### src/rtl/my_fruit_splitter.sv
// Packet router: steers whole packets from one stream input to port x or y, with a
// one-entry register buffer per output. Optional beat counters under FRUIT_SPLITTER_COUNT_EN.
//
// state   | meaning
// --------+-------------------------------------------------------------
// IDLE    | between packets; each beat is routed by s0
// ROUTE_X | inside a packet locked to port x; s0 ignored until last beat
// ROUTE_Y | inside a packet locked to port y; s0 ignored until last beat
module my_fruit_splitter #(
    parameter int WIDTH = 8
) (
    input  logic             clk,
    input  logic             rst_n,
    input  logic [WIDTH-1:0] in_data,
    input  logic             in_valid,
    input  logic             in_last,
    output logic             in_ready,
    input  logic             s0,
    output logic [WIDTH-1:0] x_data,
    output logic             x_valid,
    output logic             x_last,
    input  logic             x_ready,
    output logic [WIDTH-1:0] y_data,
    output logic             y_valid,
    output logic             y_last,
    input  logic             y_ready
`ifdef FRUIT_SPLITTER_COUNT_EN
    ,
    output logic [15:0]      x_count,
    output logic [15:0]      y_count
`endif
);

    typedef enum logic [1:0] {
        IDLE    = 2'd0,
        ROUTE_X = 2'd1,
        ROUTE_Y = 2'd2
    } state_t;

    state_t state;
    state_t state_nxt;
    logic   tgt_y;
    logic   accept;

    assign accept = in_valid && in_ready;

    always_ff @(posedge clk or negedge rst_n) begin
        if (!rst_n) begin
            state <= IDLE;
        end else begin
            state <= state_nxt;
        end
    end

    always_comb begin
        state_nxt = state;
        case (state)
            IDLE: begin
                if (accept && !in_last) begin
                    state_nxt = s0 ? ROUTE_Y : ROUTE_X;
                end
            end
            ROUTE_X, ROUTE_Y: begin
                if (accept && in_last) begin
                    state_nxt = IDLE;
                end
            end
            default: state_nxt = IDLE;
        endcase
    end

    // Readiness looks only at the target buffer, so a stalled non-target port never blocks input.
    always_comb begin
        tgt_y    = (state == IDLE) ? s0 : (state == ROUTE_Y);
        in_ready = 1'b0;
        if (rst_n) begin
            in_ready = tgt_y ? (!y_valid || y_ready) : (!x_valid || x_ready);
        end
    end

    always_ff @(posedge clk or negedge rst_n) begin
        if (!rst_n) begin
            x_data  <= '0;
            x_last  <= 1'b0;
            x_valid <= 1'b0;
        end else if (accept && !tgt_y) begin
            x_data  <= in_data;
            x_last  <= in_last;
            x_valid <= 1'b1;
        end else if (x_ready) begin
            x_valid <= 1'b0;
        end
    end

    always_ff @(posedge clk or negedge rst_n) begin
        if (!rst_n) begin
            y_data  <= '0;
            y_last  <= 1'b0;
            y_valid <= 1'b0;
        end else if (accept && tgt_y) begin
            y_data  <= in_data;
            y_last  <= in_last;
            y_valid <= 1'b1;
        end else if (y_ready) begin
            y_valid <= 1'b0;
        end
    end

`ifdef FRUIT_SPLITTER_COUNT_EN
    // Delivered-beat counters, saturating at all-ones.
    always_ff @(posedge clk or negedge rst_n) begin
        if (!rst_n) begin
            x_count <= '0;
            y_count <= '0;
        end else begin
            if (x_valid && x_ready && (x_count != 16'hFFFF)) begin
                x_count <= x_count + 16'd1;
            end
            if (y_valid && y_ready && (y_count != 16'hFFFF)) begin
                y_count <= y_count + 16'd1;
            end
        end
    end
`endif

endmodule

### config.mk
export PLATFORM = sky130hd
export DESIGN_NAME = my_fruit_splitter
export DESIGN_NICKNAME = d
export VERILOG_FILES = /design/src/rtl/my_fruit_splitter.sv
export SDC_FILE = /design/constraint.sdc
export NUM_CORES = 1
export LEC_CHECK = 0
export ABC_AREA = 1
export BUFFER_PORTS_ARGS = -buffer_cell sky130_fd_sc_hd__buf_2
export CORE_MARGIN = 2
export CORE_UTILIZATION = 43
export DETAILED_ROUTE_END_ITERATION = 8
export PLACE_DENSITY = 0.76
export SETUP_SLACK_MARGIN = 0.1
export SLEW_MARGIN = 40
export SYNTH_ARGS = -nofsm -noshare
export SYNTH_HDL_FRONTEND = slang
export SYNTH_SLANG_ARGS = --single-unit
### constraint.sdc
create_clock -name clk -period 1.4 [get_ports clk]
set_input_delay 0.07 -clock clk [delete_from_list [all_inputs] [get_ports clk]]
set_output_delay 0.07 -clock clk [all_outputs]
set_load 0.05 [all_outputs]
==> results of run 1 <==
## placed cells by master (no fill, tap or decap), drive strengths merged
| master | Yosys | routed |
|---|---|---|
| buf | 2 | 46 |
| nand2 | 30 | 30 |
| dfrtp | 22 | 22 |
| o21ai | 19 | 19 |
| inv | 16 | 16 |
| nand3 | 3 | 6 |
| clkbuf | 0 | 4 |
| nand4 | 3 | 3 |
| nor2 | 2 | 2 |
| dlygate4sd3 | 0 | 2 |
| ha | 2 | 2 |
| a21oi | 1 | 1 |
| and2 | 1 | 1 |
| nand3b | 1 | 1 |
## metal layers
| layer | GRT usage, % | vias to the layer above |
|---|---|---|
| li1 | - | 441 |
| met1 | 27.5 | 434 |
| met2 | 34.2 | 33 |
| met3 | 2.26 | 6 |
| met4 | 8.97 | 0 |
| met5 | 0 | - |
## power by group through the flow
stage | clock network (mW) | logic (mW) | registers [mW]
after floorplan | 0 | 0.693 | 2.09
final | 0.353 | 2.57 | 1.18
after CTS | 0.358 | 2.48 | 1.17
after global placement | 0 | 2.11 | 1.10
after global routing | 0.386 | 2.73 | 1.21
after detailed placement | 0 | 2.18 | 1.10
## layout make-up
class	instances	area (µm²)
fillers	177	673
multi-input cells	65	564
repair buffers	48	333
flip-flops and latches	22	551
well taps	28	35.0
clock buffers	4	36.3
inverters	16	62.6
## flip-flops by register name, indices dropped and copies added, names as in the netlist
name and cells:
y_last 1, x_valid 1, x_data 8, x_last 1
state 2, y_data 8, y_valid 1
## critical path, delay by kind of cell, from the launching register on
kind | cells | cell delay (ns)
AND/OR/NAND/NOR | 5 | 0.58
buffers and inverters | 2 | 0.26
AO/OA/AOI/OAI | 2 | 0.18
flip-flops | 1 | 0.41
adder cells (fa/ha/maj) | 1 | 0.17
## cell usage after synthesis (all sizes together)
master / n
nand4: 3
o21ai: 19
dfrtp: 22
buf: 2
nand3b: 1
and2: 1
a21oi: 1
nand2: 30
nor2: 2
ha: 2
nand3: 3
inv: 16
## final timing paths
check / end / slack, ns / depth (start not counted)
setup / recovery: x_data[6]$_DFFE_PN0P_ / -0.28 / 10
hold / removal: x_valid$_DFFE_PN0P_ / 0.01 / 4
setup reg to reg: x_data[6]$_DFFE_PN0P_ / -0.28 / 10
hold reg to reg: y_data[6]$_DFFE_PN0P_ / 0.50 / 2
max in group asynchronous: state[0]$_DFFE_PN0P_ / 0.90 / 3
min in group asynchronous: y_data[7]$_DFFE_PN0P_ / 0.28 / 3
## stage by stage
stage,power (mW),std cells,hold WS (ns)
6_report,4.10,183,0.0109
5_1_grt,4.32,183,0.0241
4_1_cts,4.01,182,0.0133
3_5_place_dp,3.27,167,0.0860
3_3_place_gp,3.21,167,0.0913
2_1_floorplan,2.78,102,-0.226
## cell families (layout without fill, tap and decap cells)
| family | Yosys count | count (layout) |
|---|---|---|
| and+or+nand+nor | 40 | 43 |
| DFF | 22 | 22 |
| AOI/OAI and AO/OA | 20 | 20 |
| buffers and inverters | 18 | 68 |
| adders and majority gates | 2 | 2 |
## what timing repair did
item,in CTS,in global routing
setup endpoints to repair,23,23
setup buffers,5,1
endpoints found under the hold margin,23,0
resized for setup,32,7
pin swaps,0,2
hold buffers,2,0
gates cloned,4,0
==> run_results.csv, run 1 <==
group,metric,value,unit
outcome,status,"finished with violations",
synth,synthAdderAreaFrac,2.39,%
worst_setup_path,path_max_fanout,8,
cells_and_area,finalNetCount,173,
clock_tree,htreeDepth,1,
detailed_routing,wl_met3,122,µm
global_route,grt_pass1_vias,901,
placed_design,place_ws,-0.353,ns
worst_setup_path,cp.arrival,1.89,ns
power,switchingPower,2.19,mW
timing,slew_headroom,80.8,%
power,pwr-share-clk,8.6,%
clock_tree,clkLatencyLatePin,0.31,ns
worst_setup_path,slowest_stage,"dfrtp_1",
clock_tree,clkSlewWorstSetupHoldPaths,0.12,ns
floorplan,start_util,46.4,%
placed_design,dp_hpwl,1.57,mm
detailed_routing,drt-met1-wl,1.10,mm
timing,max_freq,594,MHz
synth,synthDistinctLibCells,16,
power,seqPwrFrac,28.7,%
cells_and_area,drive_gt1_share,67.1,%
synth,synth_area_leaders,"dfrtp_1, o21ai_2, nand2_1, inv_1, ha_1",
placed_design,placedInstanceArea,0.00127,mm²
synth,synth_xor_area_share,0,%
timing,tightest_slew,0.289,ns
worst_setup_path,crit_path_start_kind,"flip-flop",
global_route,grt_max_degree,23,
synth,ys_ff_latch,22,
timing,period_minus_slack,1.68,ns
flow_run,max_cap_violations,0,
power,pwr-share-comb,62.7,%
floorplan,row_count,17,
hold_path,worstHoldStart,"x_ready",
timing,hold_viol,0,
timing,setup-violations-final,23,
detailed_routing,highest-signal-layer,"met4",
synth,syn_inst,102,
clock_tree,cts_made_buffers,3,
power,power_leakage,0.828,nW
worst_setup_path,crit_path_frequent_cell,"nand2_4",
synth,yosys.area.top_type,"dfrtp_1",
detailed_routing,wl_met2,1.35,mm
detailed_routing,vias,914,
floorplan,ios,36,
worst_setup_path,worst-setup-path-type,"reg2reg",
global_route,antenna_found_initial,0,
timing,slew_viol_final,0,
global_route,track_usage,20.8,%
cells_and_area,final_core_util,70.1,%
detailed_routing,drc,0,
global_route,grt-ovfl-total,0,
timing,period_share,120,%
outcome,violations,"negative setup slack",
detailed_routing,drt_wl_total,2.60,mm
synth,synthesis.nets,119,
synth,ys_seq_area_share,52.6,%
floorplan,chipHeight,53.4,µm
detailed_routing,antenna_left,0,
floorplan,die_width,53.4,µm
worst_setup_path,cp-end-kind,"flip-flop",
placed_design,finalWeightedCongestion,0.700,
clock_tree,clockBufferDepth,2,
power,p_sw_share,53.4,%
synth,syn-cell-area,0.00105,mm²
power,intPower,1.91,mW
synth,synthMuxAreaShare,0,%
cells_and_area,final_area,0.00158,mm²
power,max-vdd-ir-drop,1570,µV
detailed_routing,first_pass_iters,4,
floorplan,coreArea,0.00225,mm²
global_route,grt_first_pass_wirelength,4.14,mm
synth,synth-compound-area-share,17.1,%
hold_path,holdCritPathClass,"in2reg",
synth,yosys.area_share.simple,20.1,%
clock_tree,cts_tree,"done",
timing,tns,-5.42,ns
synth,ys_warn_count,0,
timing,rsz0062_at_grt,"yes",
worst_setup_path,path_cells,"inv_2 -> ha_4 -> nand2_2 -> nand2_4 -> a21oi_4 -> and2_4 -> nand3b_4 -> buf_12 -> nand2_4 -> o21ai_2",
synth,avgSynthCellArea,10.3,µm²
power,power_density,2590,mW/mm²
cells_and_area,antennaDiodeCount,0,
synth,synth_top_area_share,52.6,%
worst_setup_path,cp-startpoint,"state[1]$_DFFE_PN0P_",
floorplan,dieArea,0.00285,mm²
timing,finalClockSkew,0.00196,ns
synth,synth_top_family_by_area,"simple AND/OR/NAND/NOR gates",
worst_setup_path,timing.rr.start,"state[1]$_DFFE_PN0P_",
worst_setup_path,critPathMaxStageDelay,0.41,ns
timing,layout_setup_ws,-0.282,ns
detailed_routing,viasPerCell,4.99,
placed_design,portBuffers,35,
clock_tree,cts_root_buffer,"clkbuf_4",
detailed_routing,drt_iter0_markers,17,
cells_and_area,syn2layout_area_growth,51.0,%
clock_tree,cts.sinks,22,
worst_setup_path,crit_required,1.61,ns
detailed_routing,wl_per_cell,14.2,µm
Power figures use the tool's default switching activity.
==> run 2, diff against run 1 <==
Settings changed: HOLD_SLACK_MARGIN set to 0.02.
==> run 2 against run 1 <==
The flow still finishes with violations (negative setup slack). Die area stayed put. First-iteration DRC count is 5.9% higher. Final area is 1.1% higher. Utilization is 0.78 points higher. Flip-flop and latch count stayed put. Register-to-register slack hardly changed. Global-route usage is 0.54 points higher. Cell count is 1.1% higher. Setup slack worse by 0.014 ns. Clock power hardly changed. Sequential power hardly changed. Critical endpoint is now in_ready.
==> run_results.csv, run 2 (synthesis gave the netlist of run 1 again) <==
group,metric,value,unit
detailed_routing,first_pass_iters,4,
detailed_routing,wl_met3,131,µm
worst_setup_path,critPathMaxStageDelay,0.41,ns
floorplan,dieArea,0.00285,mm²
power,power_density,2580,mW/mm²
cells_and_area,antennaDiodeCount,0,
detailed_routing,vias,936,
global_route,antenna_found_initial,0,
cells_and_area,finalNetCount,175,
power,max-vdd-ir-drop,1570,µV
timing,tightest_slew,0.285,ns
global_route,track_usage,21.4,%
detailed_routing,wl_per_cell,14.6,µm
timing,period_share,121,%
timing,period_minus_slack,1.70,ns
detailed_routing,drc,0,
detailed_routing,wl_met2,1.45,mm
global_route,grt_pass1_vias,931,
worst_setup_path,cp.arrival,1.63,ns
floorplan,coreArea,0.00225,mm²
cells_and_area,syn2layout_area_growth,52.7,%
cells_and_area,reg.largest.list,"x_data: 8 flops, y_data: 8 flops, state: 2 flops",
detailed_routing,drt-met1-wl,1.10,mm
detailed_routing,antenna_left,0,
placed_design,dp_hpwl,1.57,mm
worst_setup_path,path_max_fanout,3,
power,power_leakage,0.838,nW
timing,hold_viol,0,
global_route,grt-ovfl-total,0,
cells_and_area,final_core_util,70.9,%
floorplan,row_count,17,
worst_setup_path,cp-end-kind,"primary output",
cells_and_area,final_cell_mix,"buf_2, dfrtp_1, o21ai_2",
outcome,violations,"negative setup slack",
timing,tns,-5.71,ns
hold_path,holdCritPathClass,"in2reg",
timing,layout_setup_ws,-0.297,ns
global_route,grt_first_pass_wirelength,4.24,mm
worst_setup_path,crit_required,1.33,ns
timing,slew_viol_final,0,
detailed_routing,viasPerCell,5.06,
worst_setup_path,crit_path_start_kind,"flip-flop",
clock_tree,cts.sinks,22,
hold_path,worstHoldPathCells,3,
floorplan,start_util,46.4,%
clock_tree,cts_tree,"done",
timing,finalClockSkew,0.00221,ns
power,p_total,4.12,mW
clock_tree,clkLatencyLatePin,0.31,ns
placed_design,finalWeightedCongestion,0.700,
worst_setup_path,slowest_stage,"dfrtp_1",
floorplan,ios,36,
timing,max_freq,589,MHz
flow_run,max_cap_violations,0,
detailed_routing,drt_wl_total,2.71,mm
global_route,grt_max_degree,23,
clock_tree,cts_made_buffers,3,
floorplan,die_width,53.4,µm
clock_tree,clockBufferDepth,2,
timing,slew_headroom,81.0,%
timing,rsz0062_at_grt,"yes",
worst_setup_path,path_cells,"inv_2 -> ha_4 -> nand2_2 -> nand4_1 -> and2_4 -> buf_6",
timing,setup-violations-final,23,
clock_tree,htreeDepth,1,
cells_and_area,final_common_cell,"buf_2",
cells_and_area,fill_cells,176,
worst_setup_path,reg2regPathDepth,10,
detailed_routing,drt_iter0_markers,18,
detailed_routing,highest-signal-layer,"met4",
outcome,status,"finished with violations",
worst_setup_path,worst-setup-path-type,"reg2out",
clock_tree,cts_root_buffer,"clkbuf_4",
floorplan,chipHeight,53.4,µm
placed_design,portBuffers,35,
cells_and_area,drive_gt1_share,66.9,%
clock_tree,clkSlewWorstSetupHoldPaths,0.12,ns
[run 2: timing repair]
action,4_1_cts,5_1_grt
gates cloned,4,0
pin swaps,0,2
endpoints found under the hold margin,24,0
hold buffers,3,0
endpoints found under the setup margin,23,23
setup buffers,5,2
gates resized for setup,32,7
[run 2: cell type report]
cell class	count	area (µm²)	area share, %
Multi-Input combinational cell	65	564	35.3
Tap cell	28	35.0	2.19
Timing Repair Buffer	50	350	21.9
Sequential cell	22	551	34.4
Clock buffer	4	36.3	2.27
Inverter	16	62.6	3.91
[run 2: report_power, final]
part           leakage (nW)  internal, mW  switching (mW)
sequential            0.276         0.936           0.242
combinational         0.541         0.829            1.76
clock                0.0210         0.159           0.194
[run 2: path summary, 6_finish.rpt]
kind / slack (ns) / from / to
worst max-delay path: -0.30 / state[1]$_DFFE_PN0P_ / in_ready
worst min-delay path: 0.03 / in_data[7] / y_data[7]$_DFFE_PN0P_
worst max register to register: -0.29 / state[1]$_DFFE_PN0P_ / x_data[6]$_DFFE_PN0P_
worst min register to register: 0.50 / y_data[6]$_DFFE_PN0P_ / y_data[6]$_DFFE_PN0P_
max in group asynchronous: 0.90 / rst_n / state[0]$_DFFE_PN0P_
min in group asynchronous: 0.28 / rst_n / y_data[7]$_DFFE_PN0P_
[run 2: layer usage]
| metal | global-route usage (%) | vias to the layer above |
|---|---|---|
| li1 | - | 447 |
| met1 | 27.9 | 448 |
| met2 | 34.4 | 35 |
| met3 | 2.82 | 6 |
| met4 | 10.7 | 0 |
| met5 | 0 | - |
[run 2: critical path: cells and delay by family (launching register included)]
family / cells / cell delay, ns
simple gates: 3 / 0.52
fa+ha+maj: 1 / 0.17
flops: 1 / 0.41
buf+inv: 2 / 0.21
[run 2: stage by stage]
stage / instances / area, µm² / hold slack, ns / setup slack, ns
floorplan: 102 / 1060 / -0.226 / -0.277
global placement: 167 / 1270 / 0.0913 / -0.262
detailed placement: 167 / 1270 / 0.0860 / -0.353
CTS: 183 / 1560 / 0.0237 / -0.329
global route: 185 / 1600 / 0.0241 / -0.347
finish: 185 / 1600 / 0.0305 / -0.297
==> run 3, diff against run 2 <==
Settings changed: CORE_UTILIZATION 43 to 48, CTS_CLUSTER_DIAMETER set to 50, PLACE_DENSITY 0.76 to 0.8.
Clock period 1.4 ns to 1.9 ns, I/O delays scaled along.
==> run 3 against run 2 <==
The flow now finishes without violations. Register-to-register slack improved by 0.47 ns. First-iteration DRC count grew 17%. Clock-buffer cell count stayed put. Total power shrank 34%. Utilization is 2.2 points lower. Clock power is 27% lower. Critical endpoint unchanged. Largest cell class is now flip-flops and latches. Largest power group unchanged.
==> run_results.csv, run 3 (synthesis gave the netlist of run 1 again) <==
group,metric,value,unit
timing,period_share,91.4,%
worst_setup_path,crit_path_frequent_cell,"nand2_4",
global_route,grt_first_pass_wirelength,3.56,mm
cells_and_area,syn2layout_area_growth,31.3,%
power,power_density,1970,mW/mm²
timing,slew_viol_final,0,
clock_tree,cts_made_buffers,3,
worst_setup_path,path_cells,"inv_2 -> ha_1 -> nand2_4 -> nand2_4 -> a21oi_4 -> and2_4 -> buf_8",
cells_and_area,antennaDiodeCount,0,
cells_and_area,final_common_cell,"buf_2",
clock_tree,cts_root_buffer,"clkbuf_4",
timing,setup-violations-final,0,
placed_design,placedInstanceArea,0.00124,mm²
floorplan,row_count,16,
clock_tree,cts_tree,"done",
global_route,antenna_found_initial,0,
floorplan,die_width,50.7,µm
worst_setup_path,endpoint,"in_ready",
worst_setup_path,cp-end-kind,"primary output",
floorplan,dieArea,0.00257,mm²
placed_design,place_ws,0.0898,ns
timing,period_minus_slack,1.74,ns
cells_and_area,fill_cells,164,
worst_setup_path,crit_buf_inv,2,
timing,tns,0,ns
cells_and_area,finalNetCount,165,
clock_tree,clockBufferDepth,2,
outcome,status,"complete, no violations",
detailed_routing,vias,840,
cells_and_area,reg.largest.list,"x_data: 8 flops, y_data: 8 flops, state: 2 flops",
detailed_routing,drt_iter0_markers,21,
clock_tree,clkLatencyLatePin,0.30,ns
placed_design,portBuffers,35,
timing,tightest_slew,0.295,ns
detailed_routing,antenna_left,0,
timing,max_freq,576,MHz
timing,hold_viol,0,
timing,finalClockSkew,0.000949,ns
worst_setup_path,crit-reg2reg-capture,"y_data[2]$_DFFE_PN0P_",
worst_setup_path,reg2regPathDepth,8,
timing,slew_headroom,80.3,%
placed_design,finalWeightedCongestion,0.806,
hold_path,holdCritPathClass,"in2reg",
floorplan,coreArea,0.00200,mm²
cells_and_area,final_cell_mix,"buf_2, nand2_1, dfrtp_1",
worst_setup_path,path_delay_family,"flip-flops",
worst_setup_path,crit_path_start_kind,"flip-flop",
power,power_leakage,0.766,nW
worst_setup_path,path_depth,7,
detailed_routing,drt_wl_total,2.14,mm
worst_setup_path,crit_required,1.80,ns
detailed_routing,viasPerCell,4.83,
worst_setup_path,path_max_fanout,4,
cells_and_area,final_area,0.00138,mm²
detailed_routing,drc,0,
clock_tree,htreeDepth,1,
global_route,grt-ovfl-total,0,
floorplan,chipHeight,50.7,µm
floorplan,ios,36,
worst_setup_path,timing.rr.start,"state[0]$_DFFE_PN0P_",
detailed_routing,first_pass_iters,4,
detailed_routing,wl_per_cell,12.3,µm
global_route,grt_pass1_vias,819,
timing,layout_setup_ws,0.163,ns
worst_setup_path,cp-startpoint,"state[0]$_DFFE_PN0P_",
worst_setup_path,r2r_slack,0.18,ns
worst_setup_path,worst-setup-path-type,"reg2out",
worst_setup_path,critPathMaxStageDelay,0.38,ns
worst_setup_path,cp.arrival,1.64,ns
flow_run,max_cap_violations,0,
global_route,grt_max_degree,23,
global_route,track_usage,18.3,%
floorplan,start_util,52.3,%
cells_and_area,drive_gt1_share,50.3,%
clock_tree,clkSlewWorstSetupHoldPaths,0.12,ns
worst_setup_path,slowest_stage,"dfrtp_1",
timing,rsz0062_at_grt,"no",
clock_tree,cts.sinks,22,
power,max-vdd-ir-drop,1380,µV
placed_design,dp_hpwl,1.49,mm
==> run 3: changes by cell type in the layout (fill, tap and decap cells not counted), sizes merged <==
cell and delta:
buf -7, dlygate4sd3 -1, nand3 -2
==> run 3: timing repair <==
action	4_1_cts	5_1_grt
hold endpoints to repair	23	0
endpoints found under the setup margin	10	19
cloned	0	1
setup buffers	1	3
pin swaps	0	0
gates resized for setup	3	5
hold buffers	2	0
==> run 3: worst register-to-register path: cells and delay by family (launching register included) <==
family                     cells  cell delay (ns)
buffers and inverters          1             0.06
adders and majority gates      1             0.24
and+or+nand+nor                4             0.64
DFF                            1             0.38
AOI/OAI and AO/OA              2             0.34
==> run 3: worst min-delay path by stage <==
stage	start	end	slack [ns]	depth (start not counted)
2_1_floorplan	rst_n	state[0]$_DFFE_PN0P_	-0.20	0
3_3_place_gp	rst_n	x_valid$_DFFE_PN0P_	0.11	2
3_5_place_dp	rst_n	y_data[3]$_DFFE_PN0P_	0.12	2
4_1_cts	x_ready	x_valid$_DFFE_PN0P_	0.03	4
5_1_grt	in_data[5]	x_data[5]$_DFFE_PN0P_	0.06	3
6_report	x_ready	x_valid$_DFFE_PN0P_	0.03	4
==> run 3: area by class of cell <==
class                   count  area [µm²]  area share [%]
inverters                  16        60.1            4.37
repair buffers             42         255            18.6
well taps                  27        33.8            2.46
clock buffers               4        36.3            2.64
flip-flops and latches     22         551            40.0
multi-input cells          63         439            31.9
==> run 3: per-layer routing <==
| layer | part of all wire [%] | wire length (µm) | track usage (%) |
|---|---|---|---|
| met2 | 50 | 1070 | 32.7 |
| met5 | 0 | 0 | 0 |
| met1 | 43 | 922 | 22.2 |
| met4 | 0.65 | 14 | 4.05 |
| met3 | 6.4 | 138 | 4.46 |
==> run 3: per-stage QoR <==
| step | total power [mW] | std cells | hold WS [ns] | utilization, % |
|---|---|---|---|---|
| after floorplan | 2.04 | 102 | -0.201 | - |
| after global placement | 2.32 | 163 | 0.114 | 62.0 |
| after detailed placement | 2.36 | 163 | 0.116 | 62.0 |
| after CTS | 2.65 | 170 | 0.0272 | 66.3 |
| after global routing | 2.88 | 174 | 0.0553 | 68.7 |
| final | 2.72 | 174 | 0.0339 | 68.7 |
==> run 3: where the power goes <==
group	internal, mW	switching [mW]
logic	0.455	1.20
clock network	0.117	0.141
registers	0.688	0.114
